$ cat src/rtl/kamacore_hazard_controller_if.sv
// Hazard-controller handshake bundle: pipeline hazard information in,
// per-register hold/flush/valid controls and stall statistics out.
interface kamacore_hazard_controller_if #(
  parameter int NUM_STAGES     = 5,
  parameter int REG_ADDR_WIDTH = 5,
  parameter int MC_LEN_WIDTH   = 6,
  parameter int CNT_WIDTH      = 32
);
  localparam int N = NUM_STAGES - 1;

  logic [REG_ADDR_WIDTH-1:0] id_rs1_a;
  logic [REG_ADDR_WIDTH-1:0] id_rs2_a;
  logic                      id_rs1_used;
  logic                      id_rs2_used;
  logic [REG_ADDR_WIDTH-1:0] ex_rd_a;
  logic                      ex_rd_we;
  logic                      ex_is_load;
  logic                      ex_mc_start;
  logic [MC_LEN_WIDTH-1:0]   ex_mc_len;
  logic                      branch_valid;
  logic                      mem_busy;
  logic                      pc_hold;
  logic [N-1:0]              stage_hold;
  logic [N-1:0]              stage_flush;
  logic [N-1:0]              stage_valid;
  logic                      branch_accept;
  logic [CNT_WIDTH-1:0]      stall_count;

  modport master (
    output id_rs1_a, id_rs2_a, id_rs1_used, id_rs2_used,
    output ex_rd_a, ex_rd_we, ex_is_load, ex_mc_start, ex_mc_len,
    output branch_valid, mem_busy,
    input  pc_hold, stage_hold, stage_flush, stage_valid, branch_accept, stall_count
  );

  modport slave (
    input  id_rs1_a, id_rs2_a, id_rs1_used, id_rs2_used,
    input  ex_rd_a, ex_rd_we, ex_is_load, ex_mc_start, ex_mc_len,
    input  branch_valid, mem_busy,
    output pc_hold, stage_hold, stage_flush, stage_valid, branch_accept, stall_count
  );
endinterface

$ cat src/rtl/kamacore_hazard_controller.sv
// Central stall/flush controller: load-use, multi-cycle EX, memory wait and
// ID-branch handling, with per-register valid tracking and a stall counter.
module kamacore_hazard_controller #(
  parameter int NUM_STAGES     = 5,
  parameter int REG_ADDR_WIDTH = 5,
  parameter int MC_LEN_WIDTH   = 6,
  parameter int CNT_WIDTH      = 32
) (
  input logic clk,
  input logic rst,
  kamacore_hazard_controller_if.slave hz
);
  localparam int N = NUM_STAGES - 1;

  typedef enum logic {RUN, EX_WAIT} state_t;

  state_t                  state_reg, state_next;
  logic [MC_LEN_WIDTH-1:0] mc_cnt_reg, mc_cnt_next;
  logic [N-1:0]            valid_reg, valid_next;
  logic [CNT_WIDTH-1:0]    stall_cnt_reg;

  logic [N-1:0] hold_raw;
  logic [N-1:0] flush;
  logic [N-1:0] hold;
  logic         pc_hold;
  logic         accept;
  logic         mc_go;
  logic         mc_stall;
  logic         rs1_hit;
  logic         rs2_hit;
  logic         load_use;

  assign mc_go    = (state_reg == RUN) & hz.ex_mc_start & valid_reg[1]
                  & (hz.ex_mc_len >= MC_LEN_WIDTH'(2));
  // The final EX_WAIT cycle (counter at zero) is the release cycle and does not stall.
  assign mc_stall = mc_go | ((state_reg == EX_WAIT) & (mc_cnt_reg != '0));

  assign rs1_hit  = hz.id_rs1_used & (hz.id_rs1_a == hz.ex_rd_a);
  assign rs2_hit  = hz.id_rs2_used & (hz.id_rs2_a == hz.ex_rd_a);
  assign load_use = (state_reg == RUN) & valid_reg[0] & valid_reg[1]
                  & hz.ex_is_load & hz.ex_rd_we & (hz.ex_rd_a != '0)
                  & (rs1_hit | rs2_hit);

  always_comb begin
    hold_raw    = '0;
    flush       = '0;
    pc_hold     = 1'b0;
    accept      = 1'b0;
    state_next  = state_reg;
    mc_cnt_next = mc_cnt_reg;

    if (hz.mem_busy) begin
      // Everything upstream of MEM/WB waits; MEM/WB receives a bubble. FSM frozen.
      pc_hold       = 1'b1;
      hold_raw      = {1'b0, {(N-1){1'b1}}};
      flush[N-1]    = 1'b1;
    end else begin
      if (mc_stall) begin
        pc_hold     = 1'b1;
        hold_raw[0] = 1'b1;
        hold_raw[1] = 1'b1;
        flush[2]    = 1'b1;
      end else if (load_use) begin
        pc_hold     = 1'b1;
        hold_raw[0] = 1'b1;
        flush[1]    = 1'b1;
      end else if (hz.branch_valid & valid_reg[0]) begin
        accept      = 1'b1;
        flush[0]    = 1'b1;
      end

      unique case (state_reg)
        RUN: begin
          if (mc_go) begin
            state_next  = EX_WAIT;
            mc_cnt_next = hz.ex_mc_len - MC_LEN_WIDTH'(2);
          end
        end
        EX_WAIT: begin
          if (mc_cnt_reg == '0) begin
            state_next = RUN;
          end else begin
            mc_cnt_next = mc_cnt_reg - MC_LEN_WIDTH'(1);
          end
        end
        default: state_next = RUN;
      endcase
    end
  end

  assign hold = hold_raw & ~flush;

  generate
    for (genvar gi = 0; gi < N; gi++) begin : g_valid
      if (gi == 0) begin : g_first
        always_comb begin
          if (flush[gi])     valid_next[gi] = 1'b0;
          else if (hold[gi]) valid_next[gi] = valid_reg[gi];
          else               valid_next[gi] = 1'b1;
        end
      end else begin : g_rest
        always_comb begin
          if (flush[gi])     valid_next[gi] = 1'b0;
          else if (hold[gi]) valid_next[gi] = valid_reg[gi];
          else               valid_next[gi] = valid_reg[gi-1];
        end
      end
    end
  endgenerate

  always_ff @(posedge clk or negedge rst) begin
    if (!rst) begin
      state_reg     <= RUN;
      mc_cnt_reg    <= '0;
      valid_reg     <= '0;
      stall_cnt_reg <= '0;
    end else begin
      state_reg  <= state_next;
      mc_cnt_reg <= mc_cnt_next;
      valid_reg  <= valid_next;
      if (pc_hold && (stall_cnt_reg != {CNT_WIDTH{1'b1}})) begin
        stall_cnt_reg <= stall_cnt_reg + CNT_WIDTH'(1);
      end
    end
  end

  assign hz.pc_hold       = pc_hold;
  assign hz.stage_hold    = hold;
  assign hz.stage_flush   = flush;
  assign hz.stage_valid   = valid_reg;
  assign hz.branch_accept = accept;
  assign hz.stall_count   = stall_cnt_reg;
endmodule
$ cat src/flat_wrapper.sv
// flat-port wrapper written by rule: the top's interface ports become plain ports
module kamacore_hazard_controller_flat 
#(
  parameter int NUM_STAGES     = 5,
  parameter int REG_ADDR_WIDTH = 5,
  parameter int MC_LEN_WIDTH   = 6,
  parameter int CNT_WIDTH      = 32
)
  (clk, rst, hz_id_rs1_a, hz_id_rs2_a, hz_id_rs1_used, hz_id_rs2_used, hz_ex_rd_a, hz_ex_rd_we, hz_ex_is_load, hz_ex_mc_start, hz_ex_mc_len, hz_branch_valid, hz_mem_busy, hz_pc_hold, hz_stage_hold, hz_stage_flush, hz_stage_valid, hz_branch_accept, hz_stall_count);
  kamacore_hazard_controller_if #(.NUM_STAGES(NUM_STAGES), .REG_ADDR_WIDTH(REG_ADDR_WIDTH), .MC_LEN_WIDTH(MC_LEN_WIDTH), .CNT_WIDTH(CNT_WIDTH)) hz_i ();
  input logic clk;
  input logic rst;
  input wire logic [$bits(hz_i.id_rs1_a)-1:0] hz_id_rs1_a;
  input wire logic [$bits(hz_i.id_rs2_a)-1:0] hz_id_rs2_a;
  input wire logic [$bits(hz_i.id_rs1_used)-1:0] hz_id_rs1_used;
  input wire logic [$bits(hz_i.id_rs2_used)-1:0] hz_id_rs2_used;
  input wire logic [$bits(hz_i.ex_rd_a)-1:0] hz_ex_rd_a;
  input wire logic [$bits(hz_i.ex_rd_we)-1:0] hz_ex_rd_we;
  input wire logic [$bits(hz_i.ex_is_load)-1:0] hz_ex_is_load;
  input wire logic [$bits(hz_i.ex_mc_start)-1:0] hz_ex_mc_start;
  input wire logic [$bits(hz_i.ex_mc_len)-1:0] hz_ex_mc_len;
  input wire logic [$bits(hz_i.branch_valid)-1:0] hz_branch_valid;
  input wire logic [$bits(hz_i.mem_busy)-1:0] hz_mem_busy;
  output wire logic [$bits(hz_i.pc_hold)-1:0] hz_pc_hold;
  output wire logic [$bits(hz_i.stage_hold)-1:0] hz_stage_hold;
  output wire logic [$bits(hz_i.stage_flush)-1:0] hz_stage_flush;
  output wire logic [$bits(hz_i.stage_valid)-1:0] hz_stage_valid;
  output wire logic [$bits(hz_i.branch_accept)-1:0] hz_branch_accept;
  output wire logic [$bits(hz_i.stall_count)-1:0] hz_stall_count;
  assign hz_i.id_rs1_a = hz_id_rs1_a;
  assign hz_i.id_rs2_a = hz_id_rs2_a;
  assign hz_i.id_rs1_used = hz_id_rs1_used;
  assign hz_i.id_rs2_used = hz_id_rs2_used;
  assign hz_i.ex_rd_a = hz_ex_rd_a;
  assign hz_i.ex_rd_we = hz_ex_rd_we;
  assign hz_i.ex_is_load = hz_ex_is_load;
  assign hz_i.ex_mc_start = hz_ex_mc_start;
  assign hz_i.ex_mc_len = hz_ex_mc_len;
  assign hz_i.branch_valid = hz_branch_valid;
  assign hz_i.mem_busy = hz_mem_busy;
  assign hz_pc_hold = hz_i.pc_hold;
  assign hz_stage_hold = hz_i.stage_hold;
  assign hz_stage_flush = hz_i.stage_flush;
  assign hz_stage_valid = hz_i.stage_valid;
  assign hz_branch_accept = hz_i.branch_accept;
  assign hz_stall_count = hz_i.stall_count;
  kamacore_hazard_controller #(.NUM_STAGES(NUM_STAGES), .REG_ADDR_WIDTH(REG_ADDR_WIDTH), .MC_LEN_WIDTH(MC_LEN_WIDTH), .CNT_WIDTH(CNT_WIDTH)) u_core (.clk(clk), .rst(rst), .hz(hz_i));
endmodule
$ cat config.mk
export PLATFORM = sky130hd
export DESIGN_NAME = kamacore_hazard_controller_flat
export DESIGN_NICKNAME = d
export VERILOG_FILES = /design/src/rtl/kamacore_hazard_controller_if.sv /design/src/rtl/kamacore_hazard_controller.sv /design/src/flat_wrapper.sv
export SDC_FILE = /design/constraint.sdc
export NUM_CORES = 1
export LEC_CHECK = 0
export ABC_AREA = 1
export CAP_MARGIN = 0
export CORE_AREA = 2 2 115 117
export CTS_CLUSTER_DIAMETER = 50
export DETAILED_ROUTE_END_ITERATION = 8
export DIE_AREA = 0 0 117 119
export HOLD_SLACK_MARGIN = 0.15
export SLEW_MARGIN = 10
export SYNTH_ARGS = -nofsm -noshare
export SYNTH_HDL_FRONTEND = slang
export SYNTH_SLANG_ARGS = --single-unit
$ cat constraint.sdc
create_clock -name clk -period 2.4 [get_ports clk]
set_input_delay 0.24 -clock clk [delete_from_list [all_inputs] [get_ports clk]]
set_output_delay 0.24 -clock clk [all_outputs]
set_load 0.02 [all_outputs]
==> metrics <==
maximum VDD drop=0.290 mV; CTS H-tree lvls=2; DRT iter0 DRCs=200; sequential power share=0.328; Site Rows=42; Max-Cap Viols=0; Ports=76; die height=119 um; Clock power frac=0.289; root buffer cell=clkbuf_16; Synth cell types=29; synthesis-to-finish area growth=35.0%; register area share after synthesis=0.344; setup ws final=0.122 ns; core area=0.0129 sq mm; First-pass DRT Iterations=4; Yosys warnings=0; Main synth FF type=dfrtp_1; routed wire length=8770 um; FFs w/ async S/R, synth=1.00; via count=3235; final worst clock skew=0.00400 ns; synthesized area=0.00313 sq mm; CP required=2.16 ns; Final HPWL DP=6730 um; Final Max Slew Viols=0; GPL Wtd Cong=0.872; first-pass GRT wire length=14700 um; clock buffer depth=2; status=finished, final reports clean; Logic pwr share=0.382; vias in the first global route=3160; hold crit path type=primary input to async pin; Routed Antenna Nets=0; initial core utilization=0.243; Pwr per Cell Area=714 mW/mm^2; Residual DRC=0; share of cells above drive strength 1=0.0408; post-layout min period=2.28 ns; Psw=1.10 mW; residual overflow from global routing=0; post-synth net total=524; die width=117 um; actual slew at the worst max-slew pin=0.988 ns; Post-Synthesis Cells=490; Num CTS Buffers=5; CP endpoint kind=primary output; Clock Pin Slew Worst Setup and Hold Paths=0.06 ns; largest net degree at the start of global routing=44; Sw Ratio=0.364; Layout Utilization=0.328; initial antenna violation count=0; Synth Register Bits=43; post-CTS setup buffer count=0; CTS tree=yes; Vias per Instance=4.37; CP Max Fanout=4; CP Data Arrival Time=2.04 ns; WS Path Type=primary input to primary output; most frequent cells in the layout=nand2_1, clkdlybuf4s50_1, nor2_1; Antenna Cells=0; internal power=1.92 mW; Leak=2.01 nW; # clock sinks=43; NumNets Final=597; die area=0.0139 sq mm; max reg flops=32; TNS Setup=0 ns; max frequency=439 MHz; Final Hold Fails=0; input/output buffers=74; Final Cycle Share=0.949; EDFF count, synth=0; Setup-failing EPs final=0; Clk Latency, worst-skew pair=0.28 ns; most common cell after layout, fill and taps aside=nand2_1; GRT Total Usage=0.130; CP startpoint kind=primary input; hold_buf cts=0; Synth Area per Inst=6.39 sq um; Post-Place Setup Slack=0.00889 ns; RSZ-0062 raised after global routing=no; WL/cell=11.9 um; Max-Slew Margin vs Limit=0.341
==> cells by family (layout without fill, tap and decap cells) <==
family / after synthesis / in the layout / share of synthesized area
adder cells (fa/ha/maj): 4 / 4 / 0.0160
flip-flops: 43 / 43 / 0.344
AO/OA/AOI/OAI: 20 / 20 / 0.0336
AND/OR/NAND/NOR: 347 / 347 / 0.471
XOR/XNOR: 19 / 19 / 0.0532
buffers and inverters: 56 / 130 / 0.0815
other: 1 / 1 / 0.00120
==> per-layer routing <==
metal,up-vias,GRT usage,wire length [um],part of all wire
met2,104,0.217,3980,0.45
met4,0,0.0301,107,0.012
met5,-,0,0,0
li1,1674,-,-,-
met3,9,0.0234,477,0.054
met1,1448,0.172,4210,0.48
==> through the flow <==
stage / hold WS [ns] / power, mW / area [sq um] / instances
final: 0.124 / 3.02 / 4230 / 740
after global routing: 0.234 / 3.25 / 4230 / 740
after CTS: 0.173 / 3.06 / 4220 / 740
after detailed placement: 0.478 / 2.17 / 4030 / 732
after global placement: 0.453 / 2.15 / 4030 / 732
after floorplan: -0.0556 / 1.76 / 3130 / 490
==> Yosys cell counts, drive strengths merged, types with 3 or more instances <==
cell | count | area share
nand2 | 212 | 0.26
nor2 | 70 | 0.088
dfrtp | 43 | 0.34
nand3 | 41 | 0.066
inv | 40 | 0.048
xor2 | 15 | 0.042
buf | 13 | 0.030
nand3b | 13 | 0.031
o21ai | 11 | 0.018
nand4 | 7 | 0.019
a21oi | 6 | 0.0096
ha | 4 | 0.016
xnor2 | 4 | 0.011
nor3 | 3 | 0.0080
==> cell type report <==
class                   count  area, sq um
repair buffers             80          783
inverters                  42          158
clock inverters             2         60.1
multi-input cells         391         1800
fillers                  1406         8650
clock buffers               6          129
well taps                 176          220
flip-flops and latches     43         1080
==> worst paths after layout <==
check	endpoint	from	depth (start not counted)	slack, ns
min in group clk	u_core.hz.stage_valid[3]$_DFF_PN0_	u_core.hz.stage_valid[2]$_DFFE_PN0P_	2	0.52
max reg2reg	u_core.hz.stall_count[6]$_DFFE_PN0P_	u_core.hz.stall_count[0]$_DFFE_PN0P_	9	0.42
max in group asynchronous	u_core.hz.stall_count[20]$_DFFE_PN0P_	rst	1	1.67
min reg2reg	u_core.hz.stage_valid[3]$_DFF_PN0_	u_core.hz.stage_valid[2]$_DFFE_PN0P_	2	0.52
max	hz_stage_hold[0]	hz_ex_rd_a[2]	10	0.12
min	u_core.hz.stage_valid[2]$_DFFE_PN0P_	rst	1	0.12
==> critical path, cell delays in order <==
cell	delay, ns
clkdlybuf4s50_1	0.52
inv_1	0.09
nand2_1	0.07
nand2_1	0.06
nor2_1	0.08
nand3_1	0.07
nand2_1	0.07
nand2_1	0.10
nand2_2	0.10
clkdlybuf4s50_1	0.62
==> power by group through the flow <==
| stage | registers [mW] | logic, mW | clock network (mW) |
|---|---|---|---|
| after floorplan | 1.05 | 0.705 | 0 |
| after global placement | 1.00 | 1.14 | 0 |
| after detailed placement | 1.00 | 1.17 | 0 |
| after CTS | 0.991 | 1.17 | 0.900 |
| after global routing | 1.01 | 1.30 | 0.940 |
| final | 0.991 | 1.15 | 0.873 |
==> timing repair <==
item                                    4_1_cts  5_1_grt
hold endpoints to repair                      0        0
resized for setup                             2        2
endpoints found under the setup margin        2        2
(Power assumes the default switching activity.)
==> variant, RTL diff (same flow settings) <==
`NUM_STAGES` is set to 5 in 3 places; all go to 10.
--- a/src/rtl/kamacore_hazard_controller_if.sv
+++ b/src/rtl/kamacore_hazard_controller_if.sv
@@ -3,3 +3,3 @@
 interface kamacore_hazard_controller_if #(
-  parameter int NUM_STAGES     = 5,
+  parameter int NUM_STAGES     = 10,
   parameter int REG_ADDR_WIDTH = 5,
--- a/src/rtl/kamacore_hazard_controller.sv
+++ b/src/rtl/kamacore_hazard_controller.sv
@@ -3,3 +3,3 @@
 module kamacore_hazard_controller #(
-  parameter int NUM_STAGES     = 5,
+  parameter int NUM_STAGES     = 10,
   parameter int REG_ADDR_WIDTH = 5,
--- a/src/flat_wrapper.sv
+++ b/src/flat_wrapper.sv
@@ -3,3 +3,3 @@
 #(
-  parameter int NUM_STAGES     = 5,
+  parameter int NUM_STAGES     = 10,
   parameter int REG_ADDR_WIDTH = 5,
Ports: changed (resized hz_stage_flush, hz_stage_hold and hz_stage_valid); port bits go from 76 to 91. The function was not compared with the original's and may differ.
==> variant against the original RTL <==
Synthesized area increased by 8.7%. Worst hold slack improved by 250 ps. Cell count increased by 6.2%. Routed wire length increased by 9.7%. Power increased by 9.5%. Sequential cell count increased by 5. Final area increased by 8.7%. Setup slack improved by 22 ps. Fmax increased by 0.98%. Critical path type unchanged. Largest power group unchanged.
==> variant: results (changes against the original RTL) <==
| Metric | Value |
|---|---|
| Syn Area/Cell | `6.520 µm² (was 6.389 µm²)` |
| Slowest cell delay on critical path | `620 ps (about the same)` |
| Number of global-route vias before repair | `3348 (was 3160)` |
| Synth async-reset ratio | `100.0% (unchanged)` |
| Run status | `finished, final reports clean (unchanged)` |
| Synth warn | `0 (unchanged)` |
| DP HPWL | `7552 µm (was 6732 µm)` |
| Hold Buf Count CTS | `1 (was 0)` |
| GPL Wtd Cong | `0.9814 (was 0.8723)` |
| Final wirelength | `9621 µm (was 8771 µm)` |
| Layout Skew | `7.054 ps (was 3.997 ps)` |
| Post-CTS setup repair buffer count | `0 (unchanged)` |
| Placed instance count | `777 (was 732)` |
| Worst VDD drop | `0.5009 mV (was 0.2898 mV)` |
| R2R setup slack | `450 ps (was 420 ps)` |
| Worst r2r dst | `u_core.hz.stall_count[18]$_DFFE_PN0P_ (was u_core.hz.stall_count[6]$_DFFE_PN0P_)` |
| Nets | `643 (was 597)` |
| Drt first pass iters | `4 (unchanged)` |
| Avg Vias per Cell | `4.402 (was 4.372)` |
| Worst R2R Start | `u_core.state_reg$_DFFE_PN0N_ (was u_core.hz.stall_count[0]$_DFFE_PN0P_)` |
| First-pass GRT wire length | `15840 µm (was 14720 µm)` |
| Reg2reg path depth | `12 (was 9)` |
| GR Util All Layers | `13.96% (was 12.97%)` |
| Largest register FFs | `32 (unchanged)` |
| Synth Flop Type | `dfrtp_1 (unchanged)` |
| EDFF count, synth | `0 (unchanged)` |
| Cts repair resizes | `4 (was 2)` |
| Critical path origin | `hz_ex_rd_a[1] (was hz_ex_rd_a[2])` |
| Synth cell count leaders | `218 x nand2_1, 67 x nor2_1, 48 x dfrtp_1 (was 210 x nand2_1, 67 x nor2_1, 43 x dfrtp_1)` |
| Synth area leaders | `dfrtp_1 35%, nand2_1 24%, nor2_1 7.4% (was dfrtp_1 34%, nand2_1 25%, nor2_1 8.0%)` |
| Leak | `2.197 nW (was 2.005 nW)` |
| H-tree levels | `2 (unchanged)` |
| Avg WL per Cell | `12.24 µm (was 11.85 µm)` |
| Clock Latency Late Sink | `about 290 ps` |
| Sw Share | `38.46% (was 36.41%)` |
| Hold Slack | `376.8 ps (was 123.9 ps)` |
| Initial drt markers | `171 (was 200)` |
| Worst EP arrival | `2020 ps (was 2040 ps)` |
| Min-Delay Path Class | `input port to asynchronous set/reset pin (unchanged)` |
| Share of layout cells above drive strength 1 | `6.066% (was 4.078%)` |
| Max-slew violation count | `0 (unchanged)` |
| Clk pin slew, worst setup/hold paths | `approximately 70 ps` |
| Yosys cell types | `28 (was 29)` |
| Bufs on Longest Clock Path | `2 (unchanged)` |
| Number of antenna repair diodes | `0 (unchanged)` |
| Worst path top cell family by delay | `buffers and inverters (unchanged)` |
| # port buffers | `84 (was 74)` |
| Clock root buffer master | `clkbuf_16 (unchanged)` |
| Pin count of the biggest net entering global routing | `36 (was 44)` |
| Sequential share of the synthesized area | `35.29% (was 34.37%)` |
| Critical path endpoint | `hz_stage_hold[0] (unchanged)` |
==> variant: cell count changes after synthesis, moves of 3 or more <==
cell and change:
nand2_1 +8, o21ai_0 +3, dfrtp_1 +5, buf_4 +10
==> variant: kinds of logic after synthesis <==
| logic type | synth area share, % |
|---|---|
| DFF | 35.29 |
| xor gates and xnor gates | 4.890 |
| other | 0.1102 |
| adders and majority gates | 1.471 |
| and+or+nand+nor | 44.37 |
| buffers and inverters | 10.33 |
| AOI/OAI and AO/OA | 3.530 |
==> variant: area by class of cell <==
type / count / area [µm²]
inverters: 45 / 168.9
well taps: 176 / 220.2
flip-flops and latches: 48 / 1201
repair buffers: 101 / 965.9
multi-input cells: 408 / 1869
clock inverters: 3 / 42.54
clock buffers: 5 / 125.1
fillers: 1399 / 8282
==> variant: metrics by stage <==
stage / instance area (µm²) / utilization (%) / setup TNS (ps) / setup slack (ps)
floorplan: 3422 / - / 0 / 71.48
global placement: 4415 / 34.30 / 0 / 80.79
global route: 4593 / 35.68 / 0 / 20.50
CTS: 4588 / 35.64 / 0 / 105.9
detailed placement: 4415 / 34.30 / -0.9253 / -0.9253
finish: 4593 / 35.68 / 0 / 143.8
==> variant: power groups by stage <==
stage          registers (W)  clock network (W)  logic (W)
2_1_floorplan        0.00122                  0   0.000764
3_3_place_gp         0.00114                  0    0.00137
3_5_place_dp         0.00115                  0    0.00139
4_1_cts              0.00113           0.000821    0.00139
5_1_grt              0.00116           0.000858    0.00154
6_report             0.00113           0.000796    0.00138
==> variant: per-layer routing <==
| layer | track usage, % | routed length, µm | vias up |
|---|---|---|---|
| li1 | - | - | 1781 |
| met3 | 2.646 | 500 | 5 |
| met1 | 18.68 | 4528 | 1587 |
| met2 | 23.45 | 4520 | 87 |
| met4 | 2.721 | 72 | 0 |
| met5 | 0 | 0 | - |
